==> src/rtl/sc_dmem_arbiter_pkg.sv <==
// ---------------------------------------------------------------------------
// sc_dmem_pkg
// Shared definitions for the data-memory arbiter: FSM state encoding, the
// I/O window address tag and the grant-id constants used to remember which
// requester was served last.
// ---------------------------------------------------------------------------
package sc_dmem_pkg;

    // Arbiter FSM states: each transfer is one address cycle (ACC) followed
    // by one completion cycle (ACK).
    typedef enum logic [2:0] {
        IDLE,
        CPU_ACC,
        CPU_ACK,
        DMA_ACC,
        DMA_ACK
    } arb_state_t;

    // Value of addr[31:8] that selects the memory-mapped hex/led/sw/key window.
    localparam logic [23:0] IO_HI = 24'hffffff;

    // Identity of the most recent grant holder.
    typedef logic grant_t;
    localparam grant_t GNT_CPU = 1'b0;
    localparam grant_t GNT_DMA = 1'b1;

endpackage

==> src/rtl/sc_dmem_arbiter_if.sv <==
// ---------------------------------------------------------------------------
// sc_dmem_arbiter_if
// Bundles the CPU data port, the DMA/loader port and the shared memory bus.
//   slave  : arbiter side (takes requests and mem_rdata, drives acks and bus)
//   master : environment side (requesters plus the memory/I-O devices)
// Parameters: AW address width, DW data width.
// ---------------------------------------------------------------------------
interface sc_dmem_arbiter_if #(
    parameter int AW = 32,
    parameter int DW = 32
);
    logic          cpu_req;
    logic          cpu_we;
    logic [AW-1:0] cpu_addr;
    logic [DW-1:0] cpu_wdata;
    logic          cpu_ack;
    logic [DW-1:0] cpu_rdata;

    logic          dma_req;
    logic          dma_lock;
    logic          dma_we;
    logic [AW-1:0] dma_addr;
    logic [DW-1:0] dma_wdata;
    logic          dma_ack;
    logic          dma_err;
    logic [DW-1:0] dma_rdata;

    logic [AW-1:0] mem_addr;
    logic [DW-1:0] mem_wdata;
    logic          mem_we;
    logic [DW-1:0] mem_rdata;

    modport slave (
        input  cpu_req, cpu_we, cpu_addr, cpu_wdata,
        output cpu_ack, cpu_rdata,
        input  dma_req, dma_lock, dma_we, dma_addr, dma_wdata,
        output dma_ack, dma_err, dma_rdata,
        output mem_addr, mem_wdata, mem_we,
        input  mem_rdata
    );

    modport master (
        output cpu_req, cpu_we, cpu_addr, cpu_wdata,
        input  cpu_ack, cpu_rdata,
        output dma_req, dma_lock, dma_we, dma_addr, dma_wdata,
        input  dma_ack, dma_err, dma_rdata,
        input  mem_addr, mem_wdata, mem_we,
        output mem_rdata
    );
endinterface

==> src/rtl/sc_dmem_arbiter_sat_counter.sv <==
// ---------------------------------------------------------------------------
// sc_sat_counter
// Up-counter that sticks at all-ones instead of wrapping; cleared only by
// the asynchronous active-low reset.
// Ports: dmem_clk clock, resetn reset, inc count enable, count value.
// Parameter: W counter width.
// ---------------------------------------------------------------------------
module sc_sat_counter #(
    parameter int W = 16
) (
    input  logic         dmem_clk,
    input  logic         resetn,
    input  logic         inc,
    output logic [W-1:0] count
);

    localparam logic [W-1:0] ONE = {{(W-1){1'b0}}, 1'b1};

    // Count enabled cycles, holding once every bit is set.
    always_ff @(posedge dmem_clk or negedge resetn) begin
        if (!resetn) begin
            count <= '0;
        end else if (inc && (count != '1)) begin
            count <= count + ONE;
        end
    end

endmodule

==> src/rtl/sc_dmem_arbiter.sv <==
// ---------------------------------------------------------------------------
// sc_dmem_arbiter
// Shares the data-memory / I-O bus between the CPU data port and a DMA
// port. One requester owns each two-cycle transfer (ACC then ACK). DMA is
// kept out of the I/O window (access suppressed, dma_err flagged) and its
// locked bursts are cut after LOCK_MAX beats so a waiting CPU gets in.
// Ports:
//   dmem_clk      clock
//   resetn        asynchronous active-low reset
//   bus           sc_dmem_arbiter_if.slave (CPU, DMA and shared bus signals)
//   cpu_wait_cnt  saturating count of cycles the CPU waited for an ack
// Build option: define DMEM_ARB_RR_EN for round-robin tie-breaking;
// otherwise the CPU wins every tie.
// ---------------------------------------------------------------------------
import sc_dmem_pkg::*;

module sc_dmem_arbiter #(
    parameter int            AW       = 32,
    parameter int            DW       = 32,
    parameter logic [AW-9:0] IO_HI    = sc_dmem_pkg::IO_HI,
    parameter int            LOCK_MAX = 8,
    parameter int            WCNT_W   = 16
) (
    input  logic              dmem_clk,
    input  logic              resetn,
    sc_dmem_arbiter_if.slave  bus,
    output logic [WCNT_W-1:0] cpu_wait_cnt
);

    localparam int LC_W = $clog2(LOCK_MAX + 1);
    localparam logic [LC_W-1:0] LOCK_LAST = LC_W'(LOCK_MAX - 1);
    localparam logic [LC_W-1:0] LC_ONE    = {{(LC_W-1){1'b0}}, 1'b1};

    arb_state_t      state_q, state_d;
    grant_t          last_grant_q, last_grant_d;
    logic [LC_W-1:0] lock_cnt_q, lock_cnt_d;
    logic            dma_err_q;
    logic            io_hit;

    assign io_hit = (bus.dma_addr[AW-1:8] == IO_HI);

    // State, grant history, burst length and the latched I/O fault flag.
    always_ff @(posedge dmem_clk or negedge resetn) begin
        if (!resetn) begin
            state_q      <= IDLE;
            last_grant_q <= GNT_DMA;
            lock_cnt_q   <= '0;
            dma_err_q    <= 1'b0;
        end else begin
            state_q      <= state_d;
            last_grant_q <= last_grant_d;
            lock_cnt_q   <= lock_cnt_d;
            dma_err_q    <= (state_q == DMA_ACC) && io_hit;
        end
    end

    // Next-state logic. A forced burst release lands in IDLE with
    // last_grant=DMA, so either tie-break policy hands a waiting CPU the bus.
    always_comb begin
        state_d      = state_q;
        last_grant_d = last_grant_q;
        lock_cnt_d   = lock_cnt_q;
        unique case (state_q)
            IDLE: begin
                if (bus.cpu_req && bus.dma_req) begin
`ifdef DMEM_ARB_RR_EN
                    state_d = (last_grant_q == GNT_CPU) ? DMA_ACC : CPU_ACC;
`else
                    state_d = CPU_ACC;
`endif
                end else if (bus.cpu_req) begin
                    state_d = CPU_ACC;
                end else if (bus.dma_req) begin
                    state_d = DMA_ACC;
                end
            end
            CPU_ACC: state_d = CPU_ACK;
            CPU_ACK: state_d = IDLE;
            DMA_ACC: state_d = DMA_ACK;
            DMA_ACK: begin
                if (bus.dma_req && bus.dma_lock && (lock_cnt_q < LOCK_LAST)) begin
                    state_d    = DMA_ACC;
                    lock_cnt_d = lock_cnt_q + LC_ONE;
                end else begin
                    state_d    = IDLE;
                    lock_cnt_d = '0;
                end
            end
            default: state_d = IDLE;
        endcase
        if (state_d == CPU_ACC) last_grant_d = GNT_CPU;
        if (state_d == DMA_ACC) last_grant_d = GNT_DMA;
    end

    // Bus and completion outputs decode straight from the state, so an
    // asynchronous reset drops mem_we and the acks immediately.
    always_comb begin
        bus.mem_addr  = '0;
        bus.mem_wdata = '0;
        bus.mem_we    = 1'b0;
        bus.cpu_ack   = 1'b0;
        bus.cpu_rdata = '0;
        bus.dma_ack   = 1'b0;
        bus.dma_err   = 1'b0;
        bus.dma_rdata = '0;
        unique case (state_q)
            CPU_ACC: begin
                bus.mem_addr  = bus.cpu_addr;
                bus.mem_wdata = bus.cpu_wdata;
                bus.mem_we    = bus.cpu_we;
            end
            CPU_ACK: begin
                bus.cpu_ack   = 1'b1;
                bus.cpu_rdata = bus.mem_rdata;
            end
            DMA_ACC: begin
                if (!io_hit) begin
                    bus.mem_addr  = bus.dma_addr;
                    bus.mem_wdata = bus.dma_wdata;
                    bus.mem_we    = bus.dma_we;
                end
            end
            DMA_ACK: begin
                bus.dma_ack   = 1'b1;
                bus.dma_err   = dma_err_q;
                bus.dma_rdata = dma_err_q ? '0 : bus.mem_rdata;
            end
            default: ;
        endcase
    end

    sc_sat_counter #(.W(WCNT_W)) u_wait_cnt (
        .dmem_clk (dmem_clk),
        .resetn   (resetn),
        .inc      (bus.cpu_req && !bus.cpu_ack),
        .count    (cpu_wait_cnt)
    );

endmodule

==> src/flat_wrapper.sv <==
// flat-port wrapper written by rule: the top's interface ports become plain ports
module sc_dmem_arbiter_flat 
#(
    parameter int            AW       = 32,
    parameter int            DW       = 32,
    parameter logic [AW-9:0] IO_HI    = sc_dmem_pkg::IO_HI,
    parameter int            LOCK_MAX = 8,
    parameter int            WCNT_W   = 16
)
  (dmem_clk, resetn, cpu_wait_cnt, bus_cpu_req, bus_cpu_we, bus_cpu_addr, bus_cpu_wdata, bus_cpu_ack, bus_cpu_rdata, bus_dma_req, bus_dma_lock, bus_dma_we, bus_dma_addr, bus_dma_wdata, bus_dma_ack, bus_dma_err, bus_dma_rdata, bus_mem_addr, bus_mem_wdata, bus_mem_we, bus_mem_rdata);
  sc_dmem_arbiter_if #(.AW(AW), .DW(DW)) bus_i ();
  input  logic dmem_clk;
  input  logic resetn;
  output logic [WCNT_W-1:0] cpu_wait_cnt;
  input wire logic [$bits(bus_i.cpu_req)-1:0] bus_cpu_req;
  input wire logic [$bits(bus_i.cpu_we)-1:0] bus_cpu_we;
  input wire logic [$bits(bus_i.cpu_addr)-1:0] bus_cpu_addr;
  input wire logic [$bits(bus_i.cpu_wdata)-1:0] bus_cpu_wdata;
  output wire logic [$bits(bus_i.cpu_ack)-1:0] bus_cpu_ack;
  output wire logic [$bits(bus_i.cpu_rdata)-1:0] bus_cpu_rdata;
  input wire logic [$bits(bus_i.dma_req)-1:0] bus_dma_req;
  input wire logic [$bits(bus_i.dma_lock)-1:0] bus_dma_lock;
  input wire logic [$bits(bus_i.dma_we)-1:0] bus_dma_we;
  input wire logic [$bits(bus_i.dma_addr)-1:0] bus_dma_addr;
  input wire logic [$bits(bus_i.dma_wdata)-1:0] bus_dma_wdata;
  output wire logic [$bits(bus_i.dma_ack)-1:0] bus_dma_ack;
  output wire logic [$bits(bus_i.dma_err)-1:0] bus_dma_err;
  output wire logic [$bits(bus_i.dma_rdata)-1:0] bus_dma_rdata;
  output wire logic [$bits(bus_i.mem_addr)-1:0] bus_mem_addr;
  output wire logic [$bits(bus_i.mem_wdata)-1:0] bus_mem_wdata;
  output wire logic [$bits(bus_i.mem_we)-1:0] bus_mem_we;
  input wire logic [$bits(bus_i.mem_rdata)-1:0] bus_mem_rdata;
  assign bus_i.cpu_req = bus_cpu_req;
  assign bus_i.cpu_we = bus_cpu_we;
  assign bus_i.cpu_addr = bus_cpu_addr;
  assign bus_i.cpu_wdata = bus_cpu_wdata;
  assign bus_cpu_ack = bus_i.cpu_ack;
  assign bus_cpu_rdata = bus_i.cpu_rdata;
  assign bus_i.dma_req = bus_dma_req;
  assign bus_i.dma_lock = bus_dma_lock;
  assign bus_i.dma_we = bus_dma_we;
  assign bus_i.dma_addr = bus_dma_addr;
  assign bus_i.dma_wdata = bus_dma_wdata;
  assign bus_dma_ack = bus_i.dma_ack;
  assign bus_dma_err = bus_i.dma_err;
  assign bus_dma_rdata = bus_i.dma_rdata;
  assign bus_mem_addr = bus_i.mem_addr;
  assign bus_mem_wdata = bus_i.mem_wdata;
  assign bus_mem_we = bus_i.mem_we;
  assign bus_i.mem_rdata = bus_mem_rdata;
  sc_dmem_arbiter #(.AW(AW), .DW(DW), .IO_HI(IO_HI), .LOCK_MAX(LOCK_MAX), .WCNT_W(WCNT_W)) u_core (.dmem_clk(dmem_clk), .resetn(resetn), .bus(bus_i), .cpu_wait_cnt(cpu_wait_cnt));
endmodule
==> config.mk <==
export PLATFORM = sky130hd
export DESIGN_NAME = sc_dmem_arbiter_flat
export DESIGN_NICKNAME = d
export VERILOG_FILES = /design/src/rtl/sc_dmem_arbiter_pkg.sv /design/src/rtl/sc_dmem_arbiter_if.sv /design/src/rtl/sc_dmem_arbiter_sat_counter.sv /design/src/rtl/sc_dmem_arbiter.sv /design/src/flat_wrapper.sv
export SDC_FILE = /design/constraint.sdc
export NUM_CORES = 1
export LEC_CHECK = 0
export CAP_MARGIN = 20
export CORE_AREA = 5 5 120 122
export DETAILED_ROUTE_END_ITERATION = 16
export DIE_AREA = 0 0 125 127
export HOLD_SLACK_MARGIN = 0.05
export PLACE_DENSITY = 0.66
export SYNTH_ARGS = -nofsm -noshare
export SYNTH_HDL_FRONTEND = slang
export SYNTH_SLANG_ARGS = --single-unit
export TNS_END_PERCENT = 30
==> constraint.sdc <==
create_clock -name dmem_clk -period 2.94 [get_ports dmem_clk]
set_clock_uncertainty 0.15 [all_clocks]
set_input_delay 0.588 -clock dmem_clk [delete_from_list [all_inputs] [get_ports dmem_clk]]
set_output_delay 0.588 -clock dmem_clk [all_outputs]
set_load 0.01 [all_outputs]
==> flow_summary.ini, run 1 <==
[setup_path]
crit_buf_inv = 4
crit_path_top_delay_cell = nor4_2
crit_required_ps = 2200
worstPathArrival_ps = 2160
worstSetupEndpointType = primary output
path_cells = dlygate4sd2_1, nand4_1, nor4_2, buf_4, a21boi_4, buf_12, a22o_1, clkdlybuf4s15_1
cp_max_fo = 36
start_kind = input pin
critPathKind = input pin to primary output
cpLargestDelayFamily = buffers and inverters
slowest_delay_ps = 280

[final_layout]
nets = 756
final_core_util_pct = 43.76
drive_above_1_share_pct = 16.75
n_fill_cell = 1274
diodes = 0
syn2layout_area_growth_pct = 147.4
fin_cells = 761
layout_commonest_cell = clkdlybuf4s50_1
multi_input_area_sq_um = 1645
ff_latch_area_sq_um = 600.6
final_cell_mix = clkdlybuf4s50_1 (208), a22o_1 (65), and2_1 (65)
fin_area_sq_um = 5725

[clock_tree]
cts_root_buffer = clkbuf_16
cts_sinks = 24
clk_latency_ps = 260
htreeDepth = 1
cts_buffer_depth = 2
cts_tree = yes
clkTransAtPathRegs_ps = 60
cts_buffers = 3

[global_routing]
globalRouteOverflowTotal = 0
grt_pass1_vias = 3651
antenna_found_initial = 0
grt_usage_pct = 17.05
grt_max_degree = 66
grt_pass1_wl_mm = 21.53

[power]
peakVddDrop_mv = 0.2615
total_power_mw = 3.267
total_leakage_power_nw = 2.799
power_density_nw_per_um2 = 570.6

[placement]
pre_cts_slack_ps = -510.0
placed_area_sq_um = 5782
place_hpwl_mm = 13.04
place_congestion = 0.8698
dp_cells = 755
portBuffers = 314

[sta]
final.setup.worst_slack_ps = 45.29
timing.final.crit_period_ps = 2895
finalSetupTns_ps = 0
hold_viol = 0
fmax_ghz = 0.3455
finalCritPeriodShare_pct = 98.46
worstMarginPinSlew_ps = 588.8
drv_slew = 0
slew-limit-headroom_pct = 59.73
hold_slack_ps = 341.9
rsz0062_at_grt = true
setup_viol = 0

[job]
max-cap-violations = 0

[floorplan]
core_area_sq_um = 13090
io_pins = 315
die-width_um = 125
initial_core_util_pct = 17.69
die-area_sq_um = 15880
die_y_um = 127
placementRows = 42

[yosys]
syn_area_sq_um = 2315
synth_flop_cell = dfrtp_1
synth_seq_cells = 24
synth_edf_count = 0
synth.top_cell.area_share_pct = 25.95
ys_types = 45
seq_area_frac_synth_pct = 25.95
syn_inst = 269
synth_nets = 438
syn_avg_cell_area_sq_um = 8.605
async_reset_ff_share_pct = 100.0
yosys-top-cells-area = dfrtp_1 (26%), a22o_1 (25%), and2_1 (18%)
yosysTopAreaCell = dfrtp_1
yosys_warnings = 0

[route]
post_drt_wl_per_cell_um = 19.85
postRouteWirelength_mm = 15.11
routed_via_density = 4.541
drt_iter0_drc = 83
num_vias = 3456
drtPass1Iterations = 4
postRouteAntennaNets = 0
drc_errors = 0

[hold_path]
hp-class = flop to flop

[status]
outcome = finished, final reports clean
cells in the mapped netlist, drive strengths merged (2+ instances only):
library cell,count
xor2,2
a21boi,2
o21a,3
nor2,6
nor3,2
and2,67
mux2,2
nor2b,2
and3,6
xnor2,7
inv,2
a21oi,4
clkbuf,7
nand3,10
nand2,10
ha,2
dfrtp,24
o21ai,2
a22o,66
buf,15
nand4,12
a31oi,3
registers in the layout (all words and copies together) (netlist names):
register / count
u_core.u_wait_cnt.count: 16
u_core.lock_cnt_q: 4
u_core.state_q: 3
u_core.dma_err_q: 1
power by group:
part | internal (mW) | switching, mW
registers | 0.408 | 0.107
clock network | 0.180 | 0.110
logic | 1.32 | 1.14
area by class of cell:
type / instances / area share (%)
inverters: 2 / 0.1311
flip-flops and latches: 24 / 10.49
well taps: 176 / 3.846
multi-input cells: 221 / 28.74
repair buffers: 335 / 55.49
clock buffers: 3 / 1.311
worst reg2reg max path, stage by stage, from the launching register on:
cell     delay, ps
dfrtp_1        460
ha_1           370
and3_1         210
a31oi_2        360
mux2_2         390
repair_timing:
action / CTS / global route
buffers inserted: 1 / 0
gates resized for setup: 131 / 120
pin swaps: 4 / 3
cloned: 2 / 0
hold endpoints to repair: 0 / 0
endpoints found under the setup margin: 65 / 121
hold buffers: 0 / 0
cells by family (layout without fill, tap and decap cells):
family,after synthesis,count (layout),share of synthesized area [%]
AND/OR/NAND/NOR,122,122,32.76
flip-flops,24,24,25.95
adder cells (fa/ha/maj),2,2,1.081
buffers and inverters,24,340,4.541
multiplexers,2,2,1.135
AO/OA/AOI/OAI,86,86,31.14
XOR/XNOR,9,9,3.406
final timing paths:
| kind | start | to | slack (ps) | cells past startpoint |
|---|---|---|---|---|
| worst min-delay path | u_core.u_wait_cnt.count[7] | u_core.u_wait_cnt.count[7] | 340 | 1 |
| worst min register to register | u_core.u_wait_cnt.count[7] | u_core.u_wait_cnt.count[7] | 340 | 1 |
| worst max register to register | u_core.u_wait_cnt.count[0] | u_core.u_wait_cnt.count[1] | 880 | 4 |
| max in group asynchronous | resetn | u_core.u_wait_cnt.count[6] | 1870 | 2 |
| worst max-delay path | bus_dma_addr[27] | bus_mem_addr[30] | 50 | 8 |
| min in group asynchronous | resetn | u_core.u_wait_cnt.count[12] | 530 | 2 |
per-layer routing:
layer | share of wire, % | track usage [%]
met2 | 55 | 33.91
met4 | 1.9 | 3.508
met3 | 7.3 | 4.174
met5 | 0 | 0
met1 | 35 | 18.14
(Power assumes the default switching activity.)
==> run 2, diff against run 1 <==
CAP_MARGIN = 40   (was 20)
==> results of run 2 <==
Same layout as run 1: the final DEF is identical, and so are final timing and power.
